===== src/rtl/adc_spi_if.sv =====
// Serial link between an MCP3008-style ADC master and its device end.
// The master drives sclk/cs_n/din; the device returns dout with a drive enable.
interface adc_spi_if;
  logic sclk;
  logic cs_n;
  logic din;
  logic dout;
  logic dout_oe;

  modport master (
    output sclk,
    output cs_n,
    output din,
    input  dout,
    input  dout_oe
  );

  modport slave (
    input  sclk,
    input  cs_n,
    input  din,
    output dout,
    output dout_oe
  );
endinterface


===== src/rtl/adc_spi_responder.sv =====
// MCP3008/MCP3208-style ADC device model for on-FPGA loopback.
// Oversamples the serial link in the clk domain and shifts back a channel value.
module adc_spi_responder #(
  parameter int RES_BITS    = 10,
  parameter int NUM_CH      = 8,
  parameter int SYNC_STAGES = 2
) (
  input  logic                       clk,
  input  logic                       rst,
  adc_spi_if.slave                   spi,
  input  logic [NUM_CH*RES_BITS-1:0] ch_data,
  output logic                       conv_strobe,
  output logic [3:0]                 cfg,
  output logic                       busy
);

  localparam int CW = $clog2(NUM_CH);
  localparam int NW = $clog2(RES_BITS + 1);
  localparam int SW = 2 * RES_BITS - 1;

  typedef enum logic [2:0] {
    IDLE,
    WAIT_START,
    CFG,
    SAMPLE,
    NULL_BIT,
    MSB,
    LSB,
    ZERO
  } state_e;

  state_e                 state_q, state_d;
  logic [SYNC_STAGES-1:0] sclk_sync_q, sclk_sync_d;
  logic [SYNC_STAGES-1:0] cs_sync_q, cs_sync_d;
  logic [SYNC_STAGES-1:0] din_sync_q, din_sync_d;
  logic                   sclk_prev_q, sclk_prev_d;
  logic [NW-1:0]          cnt_q, cnt_d;
  logic [2:0]             sh_q, sh_d;
  logic [SW-1:0]          seq_q, seq_d;
  logic [3:0]             cfg_q, cfg_d;
  logic                   dout_q, dout_d;
  logic                   oe_q, oe_d;
  logic                   strobe_q, strobe_d;
  logic                   busy_q, busy_d;
  logic                   armed_q, armed_d;

  logic                   sclk_s, cs_s, din_s;
  logic                   rise, fall;
  logic [RES_BITS-1:0]    ch [NUM_CH];
  logic [CW-1:0]          pos, neg;
  logic [RES_BITS:0]      diff;
  logic [RES_BITS-1:0]    result;
  logic [SW-1:0]          seq_load;

  always_comb begin
    for (int i = 0; i < NUM_CH; i++) begin
      ch[i] = ch_data[i*RES_BITS +: RES_BITS];
    end
  end

  // Differential pairs differ only in D0; NUM_CH=4 drops D2 via CW.
  always_comb begin
    pos    = cfg_q[CW-1:0];
    neg    = pos ^ CW'(1);
    diff   = {1'b0, ch[pos]} - {1'b0, ch[neg]};
    result = ch[pos];
    if (!cfg_q[3]) begin
      result = diff[RES_BITS] ? '0 : diff[RES_BITS-1:0];
    end
    seq_load = '0;
    seq_load[SW-1 -: RES_BITS] = result;
    for (int i = 1; i < RES_BITS; i++) begin
      seq_load[RES_BITS-1-i] = result[i];
    end
  end

  always_comb begin
    sclk_sync_d = SYNC_STAGES'({sclk_sync_q, spi.sclk});
    cs_sync_d   = SYNC_STAGES'({cs_sync_q, spi.cs_n});
    din_sync_d  = SYNC_STAGES'({din_sync_q, spi.din});
    sclk_s      = sclk_sync_q[SYNC_STAGES-1];
    cs_s        = cs_sync_q[SYNC_STAGES-1];
    din_s       = din_sync_q[SYNC_STAGES-1];
    rise        = sclk_s & ~sclk_prev_q;
    fall        = ~sclk_s & sclk_prev_q;
    sclk_prev_d = sclk_s;

    state_d  = state_q;
    cnt_d    = cnt_q;
    sh_d     = sh_q;
    seq_d    = seq_q;
    cfg_d    = cfg_q;
    dout_d   = dout_q;
    oe_d     = oe_q;
    strobe_d = 1'b0;
    busy_d   = busy_q;
    armed_d  = armed_q;

    // Deselect beats any sclk edge seen in the same cycle.
    if (state_q != IDLE && cs_s) begin
      state_d = IDLE;
      cnt_d   = '0;
      dout_d  = 1'b0;
      oe_d    = 1'b0;
      busy_d  = 1'b0;
    end else begin
      unique case (state_q)
        IDLE: begin
          if (cs_s) begin
            armed_d = 1'b1;
          end else if (armed_q) begin
            armed_d = 1'b0;
            state_d = WAIT_START;
          end
        end
        WAIT_START: begin
          if (rise && din_s) begin
            busy_d  = 1'b1;
            cnt_d   = '0;
            state_d = CFG;
          end
        end
        CFG: begin
          if (rise) begin
            sh_d = {sh_q[1:0], din_s};
            if (cnt_q == NW'(3)) begin
              cfg_d   = {sh_q, din_s};
              cnt_d   = '0;
              state_d = SAMPLE;
            end else begin
              cnt_d = cnt_q + 1'b1;
            end
          end
        end
        SAMPLE: begin
          if (rise) begin
            state_d = NULL_BIT;
          end
        end
        NULL_BIT: begin
          if (fall) begin
            seq_d    = seq_load;
            strobe_d = 1'b1;
            dout_d   = 1'b0;
            oe_d     = 1'b1;
            cnt_d    = '0;
            state_d  = MSB;
          end
        end
        MSB: begin
          if (fall) begin
            dout_d = seq_q[SW-1];
            seq_d  = {seq_q[SW-2:0], 1'b0};
            if (cnt_q == NW'(RES_BITS - 1)) begin
              cnt_d   = '0;
              state_d = LSB;
            end else begin
              cnt_d = cnt_q + 1'b1;
            end
          end
        end
        LSB: begin
          if (fall) begin
            dout_d = seq_q[SW-1];
            seq_d  = {seq_q[SW-2:0], 1'b0};
            if (cnt_q == NW'(RES_BITS - 2)) begin
              cnt_d   = '0;
              state_d = ZERO;
            end else begin
              cnt_d = cnt_q + 1'b1;
            end
          end
        end
        ZERO: begin
          if (fall) begin
            dout_d = 1'b0;
          end
        end
        default: state_d = IDLE;
      endcase
    end
  end

  always_ff @(posedge clk) begin
    if (rst) begin
      state_q     <= IDLE;
      sclk_sync_q <= '0;
      cs_sync_q   <= '0;
      din_sync_q  <= '0;
      sclk_prev_q <= 1'b0;
      cnt_q       <= '0;
      sh_q        <= '0;
      seq_q       <= '0;
      cfg_q       <= '0;
      dout_q      <= 1'b0;
      oe_q        <= 1'b0;
      strobe_q    <= 1'b0;
      busy_q      <= 1'b0;
      armed_q     <= 1'b0;
    end else begin
      state_q     <= state_d;
      sclk_sync_q <= sclk_sync_d;
      cs_sync_q   <= cs_sync_d;
      din_sync_q  <= din_sync_d;
      sclk_prev_q <= sclk_prev_d;
      cnt_q       <= cnt_d;
      sh_q        <= sh_d;
      seq_q       <= seq_d;
      cfg_q       <= cfg_d;
      dout_q      <= dout_d;
      oe_q        <= oe_d;
      strobe_q    <= strobe_d;
      busy_q      <= busy_d;
      armed_q     <= armed_d;
    end
  end

  assign spi.dout    = dout_q;
  assign spi.dout_oe = oe_q;
  assign conv_strobe = strobe_q;
  assign cfg         = cfg_q;
  assign busy        = busy_q;

endmodule


===== src/flat_wrapper.sv =====
// flat-port wrapper written by rule: the top's interface ports become plain ports
module adc_spi_responder_flat 
#(
  parameter int RES_BITS    = 10,
  parameter int NUM_CH      = 8,
  parameter int SYNC_STAGES = 2
)
  (clk, rst, ch_data, conv_strobe, cfg, busy, spi_sclk, spi_cs_n, spi_din, spi_dout, spi_dout_oe);
  adc_spi_if spi_i ();
  input  logic clk;
  input  logic rst;
  input  logic [NUM_CH*RES_BITS-1:0] ch_data;
  output logic conv_strobe;
  output logic [3:0] cfg;
  output logic busy;
  input wire logic [$bits(spi_i.sclk)-1:0] spi_sclk;
  input wire logic [$bits(spi_i.cs_n)-1:0] spi_cs_n;
  input wire logic [$bits(spi_i.din)-1:0] spi_din;
  output wire logic [$bits(spi_i.dout)-1:0] spi_dout;
  output wire logic [$bits(spi_i.dout_oe)-1:0] spi_dout_oe;
  assign spi_i.sclk = spi_sclk;
  assign spi_i.cs_n = spi_cs_n;
  assign spi_i.din = spi_din;
  assign spi_dout = spi_i.dout;
  assign spi_dout_oe = spi_i.dout_oe;
  adc_spi_responder #(.RES_BITS(RES_BITS), .NUM_CH(NUM_CH), .SYNC_STAGES(SYNC_STAGES)) u_core (.clk(clk), .rst(rst), .spi(spi_i), .ch_data(ch_data), .conv_strobe(conv_strobe), .cfg(cfg), .busy(busy));
endmodule

===== config.mk =====
export PLATFORM = sky130hd
export DESIGN_NAME = adc_spi_responder_flat
export DESIGN_NICKNAME = d
export VERILOG_FILES = /design/src/rtl/adc_spi_if.sv /design/src/rtl/adc_spi_responder.sv /design/src/flat_wrapper.sv
export SDC_FILE = /design/constraint.sdc
export NUM_CORES = 1
export LEC_CHECK = 0
export ABC_CLOCK_PERIOD_IN_PS = 5300
export BUFFER_PORTS_ARGS = -buffer_cell sky130_fd_sc_hd__buf_4
export CORE_MARGIN = 3
export CORE_UTILIZATION = 50
export CTS_CLUSTER_SIZE = 30
export DETAILED_ROUTE_END_ITERATION = 12
export GPL_ROUTABILITY_DRIVEN = 1
export PLACE_DENSITY = 0.76
export SYNTH_ARGS = -nofsm -noshare
export SYNTH_HDL_FRONTEND = slang
export SYNTH_SLANG_ARGS = --single-unit

===== constraint.sdc =====
create_clock -name clk -period 5.3 [get_ports clk]
set_input_delay 0.265 -clock clk [delete_from_list [all_inputs] [get_ports clk]]
set_output_delay 0.265 -clock clk [all_outputs]
set_load 0.01 [all_outputs]

# After elaboration in Yosys (flattened, before gate mapping)
# Index checks and enable logic that the tools add are counted.
# word_totals
register_bits	45
inputBits	85
out_inout_bits	8
elab_cells	108
# op_classes
addsub	2
order_cmp	2
n_eq_ne	23
n_mux	37
bitwise	9
n_reduce_logical	21
# ops
operator	n
binary-select mux 10 bit (select 3 bit)	2
two-way mux 10 bit	6
two-way mux 19 bit	2
one-hot mux 19 bit (2 select lines)	1
two-way mux 3 bit	11
two-way mux 4 bit	8
!= test 2 x 1 -> 1 bit, second input constant	12
one-hot mux 3 bit (7 select lines)	1
one-hot mux 4 bit (5 select lines)	1
== test 3 bit, second input constant	4
AND reduction 12 bit	1
subtractor 10 x 10 -> 11 bit	1
== test 4 bit, second input constant	2
>= comparator 4 bit, second input constant	2
NOT 3 -> 4 bit	2
AND reduction 4 bit	2
nonzero test 7 bit	1
== test 3 x 2 -> 1 bit, second input constant	2
AND reduction 2 bit	3
AND reduction 3 bit	2
AND reduction 6 bit	1
OR reduction 2 bit	3
NOT 1 bit	5
nonzero test 5 bit	1
12 further kinds	18

# Logic depth before layout (Yosys ltp)
# depth
ltp_word	10
depth_mapped	13
mapped_depth_nobuf	10

# Least setup slack after synthesis
# No wires, ideal clock.
# synth_path
path_type	flip-flop to flip-flop
startpoint	reg u_core.cfg_q[0], in the netlist u_core.cfg[0]
endpoint	reg u_core.seq_q[14]
setup_ns	0.092
arrival_time_ns	3.345
required_time_ns	5.208
slack_ns	1.863
path_stages_with_launch	14
path_buffers	3
synth_period_minus_slack_ns	3.437
path_cell_list	dfxtp_1 buf_6 buf_6 buf_1 mux4_2 mux2_2 ha_1 fa_1 nor2b_1 o2111ai_1 a21oi_2 nor2_1 o31a_1 nor4_1
# synth_between
elab_chain_len	10
elab_cells_between_ends	14
cone_classes	add/sub (1); mux (10); bitwise (3)
# synth_rtl
item	line	text
start, declared	adc_spi_responder.sv:40	logic [3:0] cfg_q, cfg_d;
start signal, assigned	adc_spi_responder.sv:209	cfg_q <= cfg_d;
NOT 1 bit (no source line)	--	
NOT 3 -> 4 bit (not written as such)	adc_spi_responder.sv:65	diff = {1'b0, ch[pos]} - {1'b0, ch[neg]};
binary-select mux 10 bit (select 3 bit)	adc_spi_responder.sv:65	
two-way mux 10 bit (not written as such) (2 in series)	adc_spi_responder.sv:65	
subtractor 10 x 10 -> 11 bit	adc_spi_responder.sv:65	
two-way mux 10 bit	adc_spi_responder.sv:68	result = diff[RES_BITS] ? '0 : diff[RES_BITS-1:0];
two-way mux 10 bit *	adc_spi_responder.sv:67	if (!cfg_q[3]) begin
two-way mux 19 bit *	adc_spi_responder.sv:141	if (fall) begin
one-hot mux 19 bit (2 select lines) *	adc_spi_responder.sv:107	unique case (state_q)
end signal, assigned	adc_spi_responder.sv:208	seq_q <= seq_d;
end, declared	adc_spi_responder.sv:39	logic [SW-1:0] seq_q, seq_d;
# Mark *: on every way between the ends. The rest lies on a longest branch, timed or not. The select of a mux whose other input is x is not followed.
# A chain may end at the register's enable or synchronous reset.

# Final worst setup path
# layout_path
startpoint	reg u_core.cfg_q[0], in the netlist u_core.cfg[0]
endpoint	reg u_core.seq_q[15]
# The elaborated chain is that of the path after synthesis.

==> results list <==
- Run status: completed
* Router iterations before antenna repair: 4
* Remaining antenna violation count: 0
- Setup repair after global routing left no endpoint under its margin.
- Leakage power summed over all cells: 1.74 nW
- Of all nets on the critical path, the largest fanout is 42.
- Number of DRC markers in iteration 0: 148
- Cell Rows: 30
- The critical path is of the register to register type.
- The final max-slew violation count was 0.
- Global-route usage over all layers: 21.4%
- After layout, the minimum clock period comes to 3.81 ns.
- Number of global-route vias before repair: 3264
- Largest clock skew in the final design: 0.00973 ns
- Area overhead of the layout relative to synthesis: 21.8%
* Cell area after synthesis: 3720 µm²
* Routed length per placed instance: 16.3 µm
- Counting flops with a built-in enable in the synthesized netlist gives 0.
- The layer flagged by global routing as most heavily used is met2.
* Total negative slack: 0 ns
* Half-perimeter wire length of the detailed placement result: 7060 µm
- Top_reg_cell synth: sky130_fd_sc_hd__dfxtp_1
- Die W: 92.3 µm
* First-pass GRT wire length: 14900 µm
- STA classifies the critical path endpoint as a register.
- Y dimension of the die: 92.3 µm
- Required time at the endpoint of the critical path: 5.52 ns
- Entering global routing, the biggest net connects 43 pins.
- Cell at the slowest stage of the critical path: sky130_fd_sc_hd__dfxtp_2
- In this design, the largest share of critical-path delay is due to flip-flops.
* Buffer count from post-CTS setup fixing: 0
- In the finished design, the share of the clock period the worst path needs comes to 71.8%.
- Cells along the critical path: mux4_2 -> mux2_2 -> ha_1 -> fa_1 -> nor2b_1 -> o2111ai_1 -> a21oi_2 -> nor2_1 -> o31a_1 -> nor4_1
- Worst-skew pair later-pin latency: 0.31 ns
- Leading cell type in the layout, fill and taps excluded: sky130_fd_sc_hd__buf_4
- Highest cell delay on the worst timing path: 1.05 ns
- The repair_antennas step left the layout with diodes totalling 0.
- Clock tree synthesis inserted a total of 5 buffers.
* Overflow left after global routing: 0
- Max Buffers Root-to-Sink: 2
- The die covers 8520 µm².
- Number of distinct library cells after synthesis: 62
* CTS H-Tree Depth: 2
- Routed wire length: 8960 µm
- Top area cells in the synthesized netlist: sky130_fd_sc_hd__dfxtp_1 24%, sky130_fd_sc_hd__mux4_2 23%, sky130_fd_sc_hd__mux2i_1 5.1%
* Number of fill cells in the layout: 586
- Count of boundary I/O pins: 93
- Global routing consumed, on the met1 layer, 28.9% of the routing resources.
- Yosys printed 0 warnings.
- Hold WC Path Type: input pin to register
- Clock-pin slew was measured on the worst setup and hold paths at 0.09 ns.
- Hold buffer count at cts: 0
- Max capacitance violation total: 0
- The cell count after synthesis came out at 377.
* Share of the synthesized area in the top cell type: 24.2%
* Upper clock frequency limit: 0.263 GHz
* Commonest cells after routing, fill and taps aside: 96 x sky130_fd_sc_hd__buf_4, 43 x sky130_fd_sc_hd__nor2_1, 43 x sky130_fd_sc_hd__dfxtp_1
* Input/output buffers: 92
* Count of endpoints failing setup in the final report: 0
- In this run the power density over the cells is 184 nW/µm².
- Counting every net in the synthesized netlist gives 476.
* Post-synthesis cell type with the largest combined area: sky130_fd_sc_hd__dfxtp_1
- Using the TritonRoute via totals, the vias-per-cell ratio works out to 6.07.
- The number of hold violations in the final report came to 0.
- The core region is 7020 µm².
* TritonCTS clock tree: built
- The cell sitting at the root of the clock tree is a sky130_fd_sc_hd__clkbuf_8.
* IR drop worst, VDD: 0.103 mV
- Worst Path Buf+Inv: 0
- # DRC: 0
- Remaining max-slew budget at the tightest pin: 27.4%
- Sequential share of the synthesized area: 24.2%
* Worst-Margin Slew: 1.09 ns
- Core Util, Final: 64.6%
* Total number of vias: 3330
- Number of antenna violations at the first check in global routing: 0
- Clock sink count: 45
* Total of flip-flops plus latches after synthesis: 45
- Routability-driven placement finished with a final weighted congestion of 0.887.
- For this run, the post-layout net count is 551.
- Number of resized instances in the post-cts repair step: 0
* Layout cell share with drive strength beyond 1: 36.4%
* Setup slack of the worst register-to-register path: 1.49 ns
- Met3 Usage GRT: 4.84%
- The average instance in the mapped netlist occupies 9.87 µm².
* Startpoint kind of the worst setup timing path: register
* Data arrival time of the critical path: 4.03 ns
- In the global route stage, met2 resource usage came out at 34.4%.
- Once the floorplan was initialized, standard cells occupied 53.0% of the core.
- Share of flip-flops with an asynchronous set or reset after synthesis: 0%
## power breakdown
part	internal [mW]	switching, mW
Sequential	0.343	0.0103
Clock	0.153	0.123
Combinational	0.112	0.0939
Total	0.609	0.227
## sequential cells by signal (all words and copies together), names as in the netlist
signal and count:
u_core.seq_q 19, u_core.spi.dout_oe 1, u_core.cnt_q 4, u_core.sh_q 3, u_core.spi.dout 1, u_core.busy 1, u_core.cfg 4, u_core.din_sync_q 2
u_core.sclk_sync_q 2, u_core.cs_sync_q 2, u_core.conv_strobe 1, u_core.sclk_prev_q 1, u_core.armed_q 1, u_core.state_q 3
## path summary, 6_finish.rpt
path | depth (start not counted) | from | endpoint
worst max register to register | 10 | u_core.cfg[0]$_SDFFE_PP0P_ | u_core.seq_q[15]$_SDFFE_PP0P_
worst max-delay path | 10 | u_core.cfg[0]$_SDFFE_PP0P_ | u_core.seq_q[15]$_SDFFE_PP0P_
worst min-delay path | 2 | spi_cs_n | u_core.cs_sync_q[0]$_SDFF_PP0_
worst min register to register | 1 | u_core.cs_sync_q[0]$_SDFF_PP0_ | u_core.cs_sync_q[1]$_SDFF_PP0_
## layer usage
metal	part of all wire, %	wire length (µm)
met1	45	4040
met4	1.7	148
met3	7.1	633
met2	46	4130
met5	0	0
## layout make-up
class                           count  area (µm²)  share of cell area (%)
Multi-Input combinational cell    292        2620                    57.9
Sequential cell                    45         903                    19.9
Timing Repair Buffer               96         721                    15.9
Tap cell                           96         120                    2.65
Clock buffer                        6        82.6                    1.82
Inverter                           12        45.0                   0.994
Clock inverter                      2        37.5                   0.828
## worst reg2reg max path, cell delays in order (launching register included)
cell and delay, ns:
sky130_fd_sc_hd__dfxtp_2 1.05, sky130_fd_sc_hd__mux4_2 0.46, sky130_fd_sc_hd__mux2_2 0.28, sky130_fd_sc_hd__ha_1 0.20
sky130_fd_sc_hd__fa_1 0.40, sky130_fd_sc_hd__nor2b_1 0.17, sky130_fd_sc_hd__o2111ai_1 0.16, sky130_fd_sc_hd__a21oi_2 0.32
sky130_fd_sc_hd__nor2_1 0.11, sky130_fd_sc_hd__o31a_1 0.33, sky130_fd_sc_hd__nor4_1 0.24
## through the flow
step / total power, mW / cell area, µm² / instances / hold WS, ns / setup WS (ns)
2_1_floorplan: 0.486 / 3720 / 377 / 0.393 / 1.86
3_3_place_gp: 0.560 / 4410 / 541 / 0.423 / 1.64
3_5_place_dp: 0.565 / 4410 / 541 / 0.435 / 1.51
4_1_cts: 0.839 / 4530 / 549 / 0.170 / 1.49
5_1_grt: 0.870 / 4530 / 549 / 0.192 / 1.16
6_report: 0.836 / 4530 / 549 / 0.171 / 1.49
## cell usage after synthesis, drive strengths merged (2+ instances only)
library cell / number
clkbuf: 10
nand2: 15
or2: 2
o21bai: 2
a21boi: 4
xnor2: 4
and2: 2
a31o: 3
nor3: 23
o31a: 2
nand3: 5
and3: 4
buf: 18
nor2: 43
nand3b: 3
mux2: 9
a221oi: 2
mux2i: 19
nor3b: 5
a31oi: 2
mux4: 40
ha: 13
a21oi: 23
a21o: 5
nand2b: 4
a211oi: 5
inv: 12
or3: 6
nor2b: 11
o21ai: 8
o2111ai: 4
nor4: 5
dfxtp: 45
o22ai: 4
## cells by family (layout without fill, tap and decap cells)
logic type | after synthesis | count (layout) | share of synthesized area, %
AND/OR/NAND/NOR | 128 | 128 | 17.5
AO/OA/AOI/OAI | 77 | 77 | 14.4
multiplexers | 68 | 68 | 32.3
flip-flops | 45 | 45 | 24.2
buffers and inverters | 40 | 116 | 5.45
adder cells (fa/ha/maj) | 14 | 14 | 4.91
XOR/XNOR | 5 | 5 | 1.18
Power figures use the tool's default switching activity.
